--- src/rtl/arb_pkg.sv ---
// Shared constants and state type for the 8-way round-robin index arbiter.
package arb_pkg;

    localparam int unsigned N                = 8;
    localparam int unsigned IDX_W            = 3;
    localparam int unsigned DEFAULT_MAX_HOLD = 16;

    typedef enum logic {
        StIdle,
        StGrant
    } state_e;

endpackage

--- src/rtl/rr_arb8_idx_if.sv ---
// Requester-side bus of the round-robin arbiter: request/release in, registered grant out.
interface rr_arb8_idx_if;
    import arb_pkg::*;

    logic [N-1:0]     req;
    // 'release' is a reserved word, so the owner's end-of-grant pulse is named rel
    logic             rel;
    logic             grant_valid;
    logic [IDX_W-1:0] grant_idx;
    logic             timeout;

    modport master (
        output req,
        output rel,
        input  grant_valid,
        input  grant_idx,
        input  timeout
    );

    modport slave (
        input  req,
        input  rel,
        output grant_valid,
        output grant_idx,
        output timeout
    );

endinterface

--- src/rtl/rr_pick8.sv ---
// Combinational rotating priority pick: first set request bit at or after ptr, with wrap.
module rr_pick8
    import arb_pkg::*;
(
    input  logic [N-1:0]     req_i,
    input  logic [IDX_W-1:0] ptr_i,
    output logic             any_o,
    output logic [IDX_W-1:0] idx_o
);

    logic [IDX_W-1:0] cand;

    always_comb begin
        any_o = 1'b0;
        idx_o = '0;
        cand  = '0;
        for (int unsigned i = 0; i < N; i++) begin
            // Natural 3-bit overflow gives the 7->0 wrap
            cand = ptr_i + i[IDX_W-1:0];
            if (!any_o && req_i[cand]) begin
                any_o = 1'b1;
                idx_o = cand;
            end
        end
    end

endmodule

--- src/rtl/rr_arb8_idx.sv ---
// Round-robin arbiter for 8 requesters; registers the winner as a 3-bit index with hold limit.
module rr_arb8_idx
    import arb_pkg::*;
#(
    parameter int unsigned MAX_HOLD = DEFAULT_MAX_HOLD
) (
    input  logic          clk,
    input  logic          rst,
    rr_arb8_idx_if.slave  bus
);

    localparam int unsigned CntW = $clog2(MAX_HOLD + 1);
    localparam logic [CntW-1:0] CntLast = CntW'(MAX_HOLD - 1);

    state_e           state_q, state_d;
    logic [IDX_W-1:0] ptr_q, ptr_d;
    logic [IDX_W-1:0] idx_q, idx_d;
    logic             valid_q, valid_d;
    logic             timeout_q, timeout_d;
    logic [CntW-1:0]  cnt_q, cnt_d;

    logic             pick_any;
    logic [IDX_W-1:0] pick_idx;
    logic             owner_exit;
    logic             hold_exit;

    rr_pick8 u_pick (
        .req_i (bus.req),
        .ptr_i (ptr_q),
        .any_o (pick_any),
        .idx_o (pick_idx)
    );

    assign owner_exit = bus.rel || !bus.req[idx_q];
    assign hold_exit  = (cnt_q == CntLast);

    always_comb begin
        state_d   = state_q;
        ptr_d     = ptr_q;
        idx_d     = idx_q;
        valid_d   = valid_q;
        timeout_d = 1'b0;
        cnt_d     = cnt_q;
        case (state_q)
            StIdle: begin
                if (pick_any) begin
                    idx_d   = pick_idx;
                    valid_d = 1'b1;
                    cnt_d   = '0;
                    state_d = StGrant;
                end
            end
            StGrant: begin
                if (owner_exit || hold_exit) begin
                    valid_d   = 1'b0;
                    ptr_d     = idx_q + 1'b1;
                    state_d   = StIdle;
                    // Release or request drop takes precedence over the hold limit
                    timeout_d = hold_exit && !owner_exit;
                end else if (cnt_q != {CntW{1'b1}}) begin
                    cnt_d = cnt_q + 1'b1;
                end
            end
            default: state_d = StIdle;
        endcase
    end

    always_ff @(posedge clk or posedge rst) begin
        if (rst) begin
            state_q   <= StIdle;
            ptr_q     <= '0;
            idx_q     <= '0;
            valid_q   <= 1'b0;
            timeout_q <= 1'b0;
            cnt_q     <= '0;
        end else begin
            state_q   <= state_d;
            ptr_q     <= ptr_d;
            idx_q     <= idx_d;
            valid_q   <= valid_d;
            timeout_q <= timeout_d;
            cnt_q     <= cnt_d;
        end
    end

    assign bus.grant_valid = valid_q;
    assign bus.grant_idx   = idx_q;
    assign bus.timeout     = timeout_q;

endmodule

--- src/flat_wrapper.sv ---
// flat-port wrapper written by rule: the top's interface ports become plain ports
module rr_arb8_idx_flat import arb_pkg::*;
#(
    parameter int unsigned MAX_HOLD = DEFAULT_MAX_HOLD
)
  (clk, rst, bus_req, bus_rel, bus_grant_valid, bus_grant_idx, bus_timeout);
  rr_arb8_idx_if bus_i ();
  input  logic clk;
  input  logic rst;
  input wire logic [$bits(bus_i.req)-1:0] bus_req;
  input wire logic [$bits(bus_i.rel)-1:0] bus_rel;
  output wire logic [$bits(bus_i.grant_valid)-1:0] bus_grant_valid;
  output wire logic [$bits(bus_i.grant_idx)-1:0] bus_grant_idx;
  output wire logic [$bits(bus_i.timeout)-1:0] bus_timeout;
  assign bus_i.req = bus_req;
  assign bus_i.rel = bus_rel;
  assign bus_grant_valid = bus_i.grant_valid;
  assign bus_grant_idx = bus_i.grant_idx;
  assign bus_timeout = bus_i.timeout;
  rr_arb8_idx #(.MAX_HOLD(MAX_HOLD)) u_core (.clk(clk), .rst(rst), .bus(bus_i));
endmodule
--- config.mk ---
export PLATFORM = sky130hd
export DESIGN_NAME = rr_arb8_idx_flat
export DESIGN_NICKNAME = d
export VERILOG_FILES = /design/src/rtl/arb_pkg.sv /design/src/rtl/rr_arb8_idx_if.sv /design/src/rtl/rr_pick8.sv /design/src/rtl/rr_arb8_idx.sv /design/src/flat_wrapper.sv
export SDC_FILE = /design/constraint.sdc
export NUM_CORES = 1
export LEC_CHECK = 0
export ABC_CLOCK_PERIOD_IN_PS = 3400
export BUFFER_PORTS_ARGS = -buffer_cell sky130_fd_sc_hd__buf_2
export CAP_MARGIN = 20
export CORE_ASPECT_RATIO = 0.9
export CORE_MARGIN = 2
export CORE_UTILIZATION = 38
export CTS_BUF_LIST = sky130_fd_sc_hd__clkbuf_2
export DETAILED_ROUTE_END_ITERATION = 8
export GPL_TIMING_DRIVEN = 0
export PLACE_DENSITY = 0.61
export RECOVER_POWER = 100
export SLEW_MARGIN = 10
export SYNTH_ARGS = -nofsm -noshare
export SYNTH_HDL_FRONTEND = slang
export SYNTH_HIERARCHICAL = 1
export SYNTH_SLANG_ARGS = --single-unit
export TNS_END_PERCENT = 100
--- constraint.sdc ---
create_clock -name clk -period 3.4 [get_ports clk]
set_input_delay 0.17 -clock clk [delete_from_list [all_inputs] [get_ports clk]]
set_output_delay 0.17 -clock clk [all_outputs]
set_load 0.03 [all_outputs]
==> summary.md <==
| Metric | Value |
|---|---|
| Peak VDD IR | about 0.60 mV |
| Comb power frac | between 80 and 90% |
| RSZ-0062 raised after global routing | no |
| DRT Pass-1 Iters | 4 |
| Flops & latches, synth | 14 |
| Most frequent cells after synthesis | 22 x nand2_1, 16 x nor2_1, 14 x dfrtp_1, 12 x inv_1, 11 x mux2i_1 |
| Clock slew at reported path FFs | between 0.1 and 0.15 ns |
| Area grow syn2layout | 9.453% |
| P_int | 1.084 mW |
| Gpl congestion | approximately 0.8 |
| Clock Power Share | 3.6% |
| Syn nets | around 220 |
| Total congestion overflow | 0 |
| Total track usage | between 10% and 20% |
| R2r startpoint | u_core/ptr_q[1] |
| Seq pwr share | 13.1% |
| Root buffer selected by CTS | clkbuf_2 |
| R2R cell count | 13 |
| Skew-Pair Late Insertion Delay | around 0.28 ns |
| Worst R2R Setup Slack | ~0.21 ns |
| H-tree levels | 1 |
| Hold WC Path Type | input port to flop |
| Vias per cell | 5.844 |
| Synth Flop Type | dfrtp_1 |
| Startpoint Class | flop |
| Switching share of power | between 50% and 60% |
| CTS Buffer Depth | 2 |
| Slew HR | slightly below 60% |
| Syn Area/Cell | just over 9 um2 |
| ANT cells | 0 |
| # port buffers | 15 |
| Layout Skew | between 0.001 and 0.0015 ns |
| Post-place setup slack | -0.1921 ns |
| Ys async rst share | 100.0% |
| Endpoints failing setup | 0 |
| Vias | approximately 1600 |
| Layout cell share with drive strength beyond 1 | a little under a quarter |
| Initial antenna violation count | 0 |
| CTS tree | built |
| Peak Freq | 313.4 MHz |
| Worst setup margin | between 0.2 and 0.25 ns |
| Syn Inst Count | 198 |
| Actual slew at the worst max-slew pin | roughly 0.63 ns |
| Syn. warnings | 6 |
| Max-cap violations | 0 |
| Core region area | about 4800 um2 |
| Sink Count | 14 |
| Synth area leader | dfrtp_1 |
| Share of Yosys cell area claimed by the top area cell type | a little under a fifth |
| Pwr Density | about 1100 nW/um2 |
| Detailed Route Iter0 Violations | 86 |
| Psw | ~1.2 mW |
| Sequential-to-total area share from yosys stat | a little under a fifth |
| Final worst path period need | between 3 and 4 ns |
| Initial Util | about two fifths |
| Critical path class | flop to flop |
| Period utilization | between 90% and 100% |
| Hold depth | 4 |
| Largest cells by area after synthesis | dfrtp_1 19%, mux4_2 12%, mux4_1 7.1%, mux2i_1 5.9%, nand2_1 4.5% |
| Total Power | about 2.2 mW |
| Status | completed |
| Vias in the first global route | approximately 1500 |
| Die H | around 70 um |
| Post-Route WL | 4.512 mm |
| Cell Rows | 24 |
| Avg WL per Cell | between 15 and 20 um |
| Post-layout util | 42.48% |
| CP Data Required Time | between 3 and 4 ns |
| Worst setup EP type | flop |
| Pin count of the biggest net entering global routing | 17 |
| CP max FO | 16 |
| Post-route antenna net violation count | 0 |
| Cell with the most instances after synthesis | nand2_1 |
| Drt drc | 0 |
| R2r endpoint | u_core/bus.grant_idx[0] |
| Final slew viol count | 0 |
| HP Start | bus_rel |
| Post-synth EDFFs | 0 |
| Die width | approximately 78 um |
| Number of fill cells in the layout | 480 |
| Cell Area, Synth | between 1500 and 2000 um2 |
| Static Leakage | slightly below 0.9 nW |
| Die Area | approximately 5500 um2 |
| # nets final | 235 |
| Post-CTS Setup Bufs | 0 |
| Num CTS Buffers | 3 |
| Global-route wire length before repair | roughly 7.7 mm |
| Worst EP arrival | between 3 and 4 ns |
| Synth unique cells | 54 |
| I/O pins | 16 |
| Final hold viol count | 0 |
| End of the worst hold path | u_core/bus.timeout |
| Detail Placement HPWL | between 3 and 4 mm |
==> state kept, by name, summed over array words and instances (netlist names) <==
name                    flops
u_core/ptr_q                3
u_core/state_q              1
u_core/cnt_q                5
u_core/bus.timeout          1
u_core/bus.grant_valid      1
u_core/bus.grant_idx        3
==> timing repair <==
item	in CTS	in global routing
endpoints found under the hold margin	14	0
resized for setup	2	3
setup endpoints to repair	10	9
hold buffers	1	0
==> worst max path at each step <==
stage,slack [ns],to,startpoint
after floorplan,0.34,u_core/state_q,u_core/ptr_q[1]
after global placement,-0.15,u_core/state_q,u_core/ptr_q[1]
after detailed placement,-0.19,u_core/state_q,u_core/ptr_q[1]
after CTS,0.09,u_core/bus.grant_idx[0],u_core/ptr_q[1]
after global routing,0.02,u_core/bus.grant_valid,u_core/ptr_q[1]
final,0.21,u_core/bus.grant_idx[0],u_core/ptr_q[1]
==> power groups by stage <==
stage / sequential, mW / clock, mW / combinational [mW]
finish: 0.294 / 0.0814 / 1.86
global route: 0.306 / 0.0921 / 2.05
CTS: 0.294 / 0.0847 / 1.85
detailed placement: 0.297 / 0 / 1.84
global placement: 0.293 / 0 / 1.82
floorplan: 0.328 / 0 / 1.46
==> logic make-up (layout without fill, tap and decap cells) <==
| kind of cell | count (synthesis) | after routing | synth area share [%] |
|---|---|---|---|
| XOR/XNOR | 4 | 4 | 1.891 |
| buffers and inverters | 25 | 44 | 7.562 |
| adder cells (fa/ha/maj) | 6 | 6 | 4.051 |
| AND/OR/NAND/NOR | 68 | 68 | 17.56 |
| multiplexers | 34 | 34 | 31.47 |
| flip-flops | 14 | 14 | 18.91 |
| AO/OA/AOI/OAI | 47 | 47 | 18.57 |
==> cell type report <==
cell class                      count  area [um2]  area share, %
Buffer                             11       88.84          4.380
Clock buffer                        3       15.01         0.7403
Clock inverter                      1       3.754         0.1851
Inverter                           13       48.80          2.406
Multi-Input combinational cell    159        1361          67.12
Sequential cell                    14       350.3          17.27
Tap cell                           65       81.33          4.010
Timing Repair Buffer               16       78.83          3.886
==> worst max-delay path: stages, from the launching register on <==
cell and delay [ns]:
dfrtp_1 0.43, buf_8 0.19, inv_1 0.14, ha_1 0.32
buf_6 0.13, mux4_2 0.56, a21oi_1 0.22, o311a_1 0.25
o21ai_2 0.14, o311ai_1 0.36, o21ai_0 0.15, o21ai_1 0.10
nand2_1 0.08, nand2_1 0.07
==> per-layer routing <==
metal | part of all wire, % | GRT usage (%) | vias to the layer above | wire (um)
met5 | 0 | 0 | - | 0
met4 | 0.55 | 4.960 | 0 | 25
met3 | 4.1 | 1.421 | 2 | 186
met2 | 48 | 27.11 | 43 | 2168
met1 | 47 | 26.03 | 809 | 2132
li1 | - | - | 794 | -
==> stage by stage <==
stage / cells / area [um2] / hold slack [ns] / TNS, ns
final: 282 / 2028 / 0.2010 / 0
after global routing: 282 / 2028 / 0.1974 / 0
after CTS: 282 / 2038 / 0.1381 / 0
after detailed placement: 278 / 2009 / 0.2442 / -1.103
after global placement: 278 / 2009 / 0.2423 / -0.9347
after floorplan: 198 / 1853 / 0.05922 / 0
==> cell usage in the layout, fill, tap and decap left out, types with 4 or more instances in the layout <==
cell,n
a21oi_1,8
and3_1,4
buf_2,15
clkbuf_1,6
dfrtp_1,14
ha_1,6
inv_1,12
mux2i_1,11
mux4_1,5
mux4_2,10
nand2_1,22
nand3_1,9
nor2_1,16
o21ai_0,10
(Power assumes the default switching activity.)
